## src/rtl/gram_write_arbiter_pkg.sv

```systemverilog
// Shared constants and types for the GRam write-port arbiter.
package gram_write_arbiter_pkg;

  localparam int unsigned GRAM_ROW_WORDS = 20;
  localparam int unsigned GRAM_ROWS      = 480;
  localparam int unsigned GRAM_WORDS_DEF = GRAM_ROW_WORDS * GRAM_ROWS;
  localparam int unsigned GRAM_ADDR_W    = 14;
  localparam int unsigned GRAM_DATA_W    = 32;
  localparam logic [31:0] CLEAR_FILL     = 32'h0000_0000;

  typedef enum logic {
    ST_IDLE  = 1'b0,
    ST_CLEAR = 1'b1
  } state_e;

  // Pointer width for an n-way round-robin; never narrower than one bit.
  function automatic int unsigned ptr_width(input int unsigned n);
    return (n > 1) ? $clog2(n) : 1;
  endfunction

endpackage

```

## src/rtl/rr_arbiter.sv

```systemverilog
// Round-robin arbiter: scans upward from the last winner, one-hot combinational grant.
module rr_arbiter
  import gram_write_arbiter_pkg::*;
#(
  parameter int unsigned NUM_REQ = 2
) (
  input  logic               clk,
  input  logic               rst,
  input  logic [NUM_REQ-1:0] req,
  input  logic               en,
  output logic [NUM_REQ-1:0] grant
);

  localparam int unsigned PTR_W = ptr_width(NUM_REQ);

  logic [PTR_W-1:0] last_grant;
  logic [PTR_W-1:0] win;
  logic [PTR_W-1:0] idx;
  logic             found;

  always_comb begin
    grant = '0;
    win   = last_grant;
    idx   = '0;
    found = 1'b0;
    for (int unsigned k = 1; k <= NUM_REQ; k++) begin
      idx = PTR_W'((32'(last_grant) + k) % NUM_REQ);
      if (en && !found && req[idx]) begin
        grant[idx] = 1'b1;
        win        = idx;
        found      = 1'b1;
      end
    end
  end

  // Reset points at the top client so client 0 wins first.
  always_ff @(posedge clk) begin
    if (rst) begin
      last_grant <= PTR_W'(NUM_REQ - 1);
    end else if (found) begin
      last_grant <= win;
    end
  end

endmodule

```

## src/rtl/gram_write_arbiter.sv

```systemverilog
// Single GRam write port shared by renderer clients, plus a full-screen clear sequencer.
module gram_write_arbiter
  import gram_write_arbiter_pkg::*;
#(
  parameter int unsigned          NUM_REQ     = 2,
  parameter int unsigned          ADDR_W      = GRAM_ADDR_W,
  parameter int unsigned          DATA_W      = GRAM_DATA_W,
  parameter int unsigned          GRAM_WORDS  = GRAM_WORDS_DEF,
  parameter logic [DATA_W-1:0]    CLEAR_VALUE = DATA_W'(CLEAR_FILL)
) (
  input  logic                      clk,
  input  logic                      rst,
  input  logic [NUM_REQ-1:0]        req,
  input  logic [NUM_REQ*ADDR_W-1:0] req_addr,
  input  logic [NUM_REQ*DATA_W-1:0] req_data,
  output logic [NUM_REQ-1:0]        grant,
  input  logic                      clear_start,
  output logic                      clear_busy,
  output logic                      clear_done,
  output logic                      gram_we,
  output logic [ADDR_W-1:0]         gram_addr,
  output logic [DATA_W-1:0]         gram_data
);

  state_e              state;
  state_e              state_nxt;
  logic [ADDR_W-1:0]   count;
  logic [ADDR_W-1:0]   count_nxt;
  logic                arb_en;
  logic                done_c;
  logic                issue_we;
  logic [ADDR_W-1:0]   issue_addr;
  logic [DATA_W-1:0]   issue_data;

  // Arbitration is suppressed on the clear-start cycle, during a clear and in reset.
  assign arb_en     = (state == ST_IDLE) && !clear_start && !rst;
  assign clear_busy = (state == ST_CLEAR);
  assign clear_done = done_c && !rst;

  rr_arbiter #(.NUM_REQ(NUM_REQ)) u_rr (
    .clk   (clk),
    .rst   (rst),
    .req   (req),
    .en    (arb_en),
    .grant (grant)
  );

  always_comb begin
    state_nxt  = state;
    count_nxt  = count;
    done_c     = 1'b0;
    issue_we   = 1'b0;
    issue_addr = '0;
    issue_data = '0;
    case (state)
      ST_IDLE: begin
        if (clear_start) begin
          state_nxt = ST_CLEAR;
        end else begin
          for (int unsigned i = 0; i < NUM_REQ; i++) begin
            if (grant[i]) begin
              issue_we   = 1'b1;
              issue_addr = req_addr[i*ADDR_W +: ADDR_W];
              issue_data = req_data[i*DATA_W +: DATA_W];
            end
          end
        end
      end
      ST_CLEAR: begin
        issue_we   = 1'b1;
        issue_addr = count;
        issue_data = CLEAR_VALUE;
        if (count == ADDR_W'(GRAM_WORDS - 1)) begin
          done_c    = 1'b1;
          count_nxt = '0;
          state_nxt = ST_IDLE;
        end else begin
          count_nxt = count + ADDR_W'(1);
        end
      end
      default: state_nxt = ST_IDLE;
    endcase
  end

  // Address/data hold their last written value between writes.
  always_ff @(posedge clk) begin
    if (rst) begin
      state     <= ST_IDLE;
      count     <= '0;
      gram_we   <= 1'b0;
      gram_addr <= '0;
      gram_data <= '0;
    end else begin
      state   <= state_nxt;
      count   <= count_nxt;
      gram_we <= issue_we;
      if (issue_we) begin
        gram_addr <= issue_addr;
        gram_data <= issue_data;
      end
    end
  end

endmodule

```

## config.mk

```make
export PLATFORM = sky130hd
export DESIGN_NAME = gram_write_arbiter
export DESIGN_NICKNAME = d
export VERILOG_FILES = /design/src/rtl/gram_write_arbiter_pkg.sv /design/src/rtl/rr_arbiter.sv /design/src/rtl/gram_write_arbiter.sv
export SDC_FILE = /design/constraint.sdc
export NUM_CORES = 1
export LEC_CHECK = 0
export CORE_MARGIN = 2
export CORE_UTILIZATION = 41
export CTS_CLUSTER_DIAMETER = 80
export DETAILED_ROUTE_END_ITERATION = 10
export PLACE_DENSITY_LB_ADDON = 0.2
export SLEW_MARGIN = 10
export SYNTH_ARGS = -nofsm -noshare
export SYNTH_HDL_FRONTEND = slang
export SYNTH_SLANG_ARGS = --single-unit
```

## constraint.sdc

```tcl
create_clock -name clk -period 4.5 [get_ports clk]
set_clock_uncertainty 0.1 [all_clocks]
set_input_delay 0.45 -clock clk [delete_from_list [all_inputs] [get_ports clk]]
set_output_delay 0.45 -clock clk [all_outputs]
set_load 0.02 [all_outputs]
```

==> results.json, run 1 <==
{
  "status": "complete, no violations",
  "first_pass_iters": 8,
  "drv_slew": 0,
  "cts.clk_slew.worst_paths_ns": 0.06,
  "worst_pin_slew_ns": 0.975,
  "cts_setup_buffers": 0,
  "numClockSinks": 63,
  "fmax_mhz": 299,
  "hp-class": "register to register",
  "yosys_register_bits": 63,
  "worstSkewPairLatency_ns": 0.33,
  "ios": 148,
  "yosysTopAreaCell": "dfxtp_1",
  "cts_root_buf": "clkbuf_8",
  "drc_errors": 0,
  "cts_resized": 0,
  "path_max_fanout": 47,
  "rsz0062_at_grt": "false",
  "wl_met1_mm": 3.24,
  "grt_first_pass_wirelength_mm": 12.8,
  "dp_hpwl_mm": 5.32,
  "drive_gt1_frac": 0.0468,
  "grt_usage": 0.225,
  "slew_headroom": 0.350,
  "synth_area_leaders": "dfxtp_1, a222oi_1, a22oi_1",
  "synth_nets": 365,
  "io_buffers": 147,
  "antenna_found_initial": 0,
  "power.leakage_nw": 1.42,
  "critPathCaptureType": "primary output",
  "grt_pass1_vias": 2669,
  "avgRoutedWirePerCell_um": 16.4,
  "highest_layer": "met4",
  "syn_area_um2": 2570,
  "period_minus_slack_ns": 3.34,
  "num_vias": 2688,
  "worstPathArrival_ns": 2.79,
  "fp.dieW_um": 83.3,
  "ir_drop_v": 0.000198,
  "tns_ns": 0,
  "route.met2.wl_mm": 3.85,
  "postSynthCellCount": 267,
  "area_growth_pct": 61.6,
  "rows": 28,
  "hold_viol": 0,
  "worst_setup_path_start_kind": "register",
  "ys_seq_area_frac": 0.490,
  "path_class": "register to primary output",
  "cts_hold_buf": 0,
  "detail_route.iter0.violations": 251,
  "cts_buffers": 9,
  "synth_warnings": 0,
  "place_congestion": 0.798,
  "cts_buffer_depth": 2,
  "wl_mm": 7.87,
  "power_density_nw_per_um2": 298,
  "grt_max_degree": 57,
  "ant_nets": 0,
  "gr-total-overflow": 0,
  "via_per_inst": 5.59,
  "cts_htree_levels": 3,
  "die_y_um": 83.3,
  "finalSetupViolations": 0,
  "syn_avg_cell_area_um2": 9.64,
  "timing.final.crit_share": 0.743,
  "worstPathRequired_ns": 3.95,
  "num_antenna_cells": 0,
  "dieArea_um2": 6930,
  "cts_tree": "done",
  "ys_types": 31,
  "routed-wl-met3_um": 648,
  "yosysTopAreaCellShare": 0.490,
  "max_cap_viol_count": 0,
  "start_util": 0.430,
  "power_mw": 1.24,
  "nets": 500,
  "fp.coreArea_um2": 5990
}
-- layout by cell type (no fill, tap or decap), types with 2 or more instances in the layout --
cell	synthesis	routed
clkdlybuf4s50_1	0	146
dfxtp_1	63	63
nor2_1	49	49
a222oi_1	32	32
a22oi_1	27	27
clkbuf_8	0	12
a21oi_1	11	11
nand2_1	9	9
xnor2_1	9	9
nor3_1	6	6
o21ai_0	5	5
nand3_1	5	5
nor4_1	4	4
nand4_1	3	3
xor2_1	3	3
clkbuf_1	6	3
inv_1	2	2
nor4bb_1	2	2
a31oi_1	2	2
-- sequential cells by signal, summed over array words and instances (netlist names) --
signal and flops:
count 14, u_rr.last_grant 1, gram_addr 14, gram_data 32
clear_busy 1, gram_we 1
-- metrics by stage --
step / setup slack [ns] / utilization / cell area [um2] / hold WS, ns / instances
2_1_floorplan: 2.61 / - / 2570 / 0.386 / 267
3_3_place_gp: 1.22 / 0.665 / 3980 / 0.375 / 466
3_5_place_dp: 1.20 / 0.665 / 3980 / 0.382 / 466
4_1_cts: 1.12 / 0.694 / 4160 / 0.391 / 481
5_1_grt: 0.959 / 0.694 / 4160 / 0.409 / 481
6_report: 1.16 / 0.694 / 4160 / 0.390 / 481
-- critical path, cell delays in order, from the launching register on --
cell	delay [ns]
dfxtp_1	0.60
nor3_1	0.30
and3_2	0.80
clkdlybuf4s50_1	0.75
-- layout make-up --
type,instances,area (um2)
inverter,2,7.51
clock buffer,15,176
timing repair buffer,148,1470
fill,480,1830
sequential,63,1260
multi-input combinational,178,1150
tap,75,93.8
-- kinds of logic after synthesis --
kind of cell               Yosys count  share of synthesized area
buffers and inverters               26                     0.0656
DFF                                 63                      0.490
AOI/OAI and AO/OA                   79                      0.246
xor gates and xnor gates            12                     0.0408
and+or+nand+nor                     86                      0.153
adders and majority gates            1                    0.00486
-- path summary, 6_finish.rpt --
path	from	slack (ns)	to	depth (start not counted)
worst min-delay path	gram_addr[6]	0.39	gram_addr[6]	2
worst max-delay path	clear_busy	1.16	grant[0]	3
worst max register to register	clear_busy	2.11	gram_data[16]	4
worst min register to register	gram_addr[6]	0.39	gram_addr[6]	2
-- power breakdown --
group	internal, mW	switching, mW	total (mW)
Sequential	0.576	0.0151	0.591
Clock	0.243	0.200	0.443
Combinational	0.122	0.0824	0.204
-- Yosys cell counts --
cell / instances
a21oi_1: 11
nand3_1: 5
nor3_1: 6
nand2_1: 9
nand3b_1: 1
nor4bb_1: 2
clkbuf_1: 6
inv_1: 2
a22oi_1: 27
nand2b_1: 1
or2_2: 1
o31a_1: 1
buf_6: 6
nand4_1: 3
a31oi_1: 2
a222oi_1: 32
dfxtp_1: 63
a31o_2: 1
and3_1: 2
buf_1: 1
nand3_2: 1
buf_4: 5
and2_1: 1
nand4b_1: 1
nor2_1: 49
xor2_1: 3
buf_2: 6
nor4_1: 4
xnor2_1: 9
o21ai_0: 5
ha_1: 1
-- per-layer routing --
metal / global-route usage / vias up
li1: - / 1298
met5: 0 / -
met1: 0.274 / 1268
met4: 0.0760 / 0
met2: 0.370 / 110
met3: 0.0795 / 12
Power figures use the tool's default switching activity.
==> run 2: changes to the inputs <==
Settings changed: CORE_UTILIZATION 41 to 38.
Clock period 4.5 ns to 3.45 ns, I/O delays scaled along.
==> results.json, run 2 (synthesis results as in run 1) <==
{
  "drc_errors": 0,
  "fmax_mhz": 379,
  "timing.final.crit_share": 0.766,
  "grt_usage": 0.226,
  "slew_headroom": 0.337,
  "fill_cells": 551,
  "detail_route.iter0.violations": 205,
  "cts.clk_slew.worst_paths_ns": 0.06,
  "status": "complete, no violations",
  "period_minus_slack_ns": 2.64,
  "fp.coreArea_um2": 6460,
  "hold_viol": 0,
  "hp-class": "input port to register",
  "grt_max_degree": 49,
  "ir_drop_v": 0.000216,
  "path_class": "register to primary output",
  "finalSetupViolations": 0,
  "cts_setup_buffers": 0,
  "worstPathRequired_ns": 3.00,
  "cts_root_buf": "clkbuf_8",
  "worst_pin_slew_ns": 0.995,
  "via_per_inst": 5.71,
  "critPathCaptureType": "primary output",
  "largest_reg_flops": 32,
  "drv_slew": 0,
  "final_area_um2": 4170,
  "ios": 148,
  "cts_buffers": 9,
  "cts_hold_buf": 0,
  "hold_start": "rst",
  "avgRoutedWirePerCell_um": 17.6,
  "largest_register": "gram_data",
  "place_congestion": 0.833,
  "ant_nets": 0,
  "antenna_found_initial": 0,
  "power_density_nw_per_um2": 383,
  "regToRegSetupSlack_ns": 1.37,
  "area_growth_pct": 62.0,
  "io_buffers": 147,
  "tns_ns": 0,
  "nets": 503,
  "min_path_cells": 2,
  "most-common-layout-cells": "clkdlybuf4s50_1, dfxtp_1, nor2_1, a222oi_1, a22oi_1",
  "gr-total-overflow": 0,
  "r2r-end": "gram_addr[9]",
  "reg2reg_depth": 5,
  "cts_tree": "done",
  "grt_pass1_vias": 2742,
  "dpl_cell_area_um2": 4010,
  "cts_htree_levels": 3,
  "rsz0062_at_grt": "false",
  "path_max_fanout": 6,
  "worstPathArrival_ns": 2.20,
  "first_pass_iters": 9,
  "rows": 29,
  "hold_end": "gram_addr[6]",
  "cts_resized": 0,
  "fp.dieW_um": 86.3,
  "power.leakage_nw": 1.43,
  "r2r_start": "clear_busy",
  "worstSkewPairLatency_ns": 0.33,
  "worst_setup_path_start_kind": "register",
  "dieArea_um2": 7450,
  "numClockSinks": 63,
  "max_cap_viol_count": 0,
  "die_y_um": 86.3,
  "drive_gt1_frac": 0.0515,
  "cts_buffer_depth": 2,
  "reg.largest.list": "gram_data: 32 flops, count: 14 flops, gram_addr: 14 flops",
  "num_vias": 2767,
  "wl_mm": 8.52,
  "grt_first_pass_wirelength_mm": 13.2,
  "start_util": 0.399,
  "num_antenna_cells": 0,
  "final_common_cell": "clkdlybuf4s50_1",
  "dp_hpwl_mm": 5.81
}
run 2: cell count changes in the layout (fill, tap and decap cells not counted):
cell	change
clkbuf_1	-1
and3_1	+1
and3_2	-1
clkbuf_8	-1
buf_4	+3
clkinv_2	+1
run 2: metrics by stage:
step / setup slack [ns] / utilization / total power [mW] / cells / hold WS [ns]
5_1_grt: 0.693 / 0.646 / 1.66 / 485 / 0.223
3_5_place_dp: 1.15 / 0.620 / 1.06 / 471 / 0.380
6_report: 0.808 / 0.646 / 1.60 / 485 / 0.223
3_3_place_gp: 1.19 / 0.620 / 1.05 / 471 / 0.369
4_1_cts: 0.809 / 0.646 / 1.61 / 485 / 0.214
2_1_floorplan: 1.67 / - / 0.893 / 267 / 0.376
run 2: power by group:
part	internal, mW	switching (mW)	total (mW)
Clock	0.292	0.262	0.554
Sequential	0.751	0.0140	0.765
Combinational	0.161	0.116	0.277
run 2: final cells by class:
type	instances	area, um2	area share
Tap cell	77	96.3	0.0231
Clock inverter	1	5.00	0.00120
Timing Repair Buffer	151	1500	0.359
Multi-Input combinational cell	178	1150	0.275
Sequential cell	63	1260	0.302
Inverter	2	7.51	0.00180
Clock buffer	13	159	0.0381
run 2: critical path, cell delays in order (launching register included):
cell and delay, ns:
dfxtp_1 0.43, nor4bb_1 0.36, nand4b_1 0.22, nor3_1 0.23, clkdlybuf4s50_1 0.64
run 2: worst max path at each step:
stage	from	end	cells after the start
finish	count[10]	clear_done	4
global route	count[8]	clear_done	4
CTS	count[8]	clear_done	4
detailed placement	req[0]	gram_addr[13]	5
global placement	count[10]	clear_done	4
floorplan	count[8]	clear_done	3
run 2: per-layer routing:
layer	part of all wire	GRT usage	routed length, um	vias up
met5	0	0	0	-
met4	0.017	0.0895	142	0
met3	0.076	0.0810	651	13
met2	0.50	0.383	4230	120
met1	0.41	0.259	3500	1334
li1	-	-	-	1300
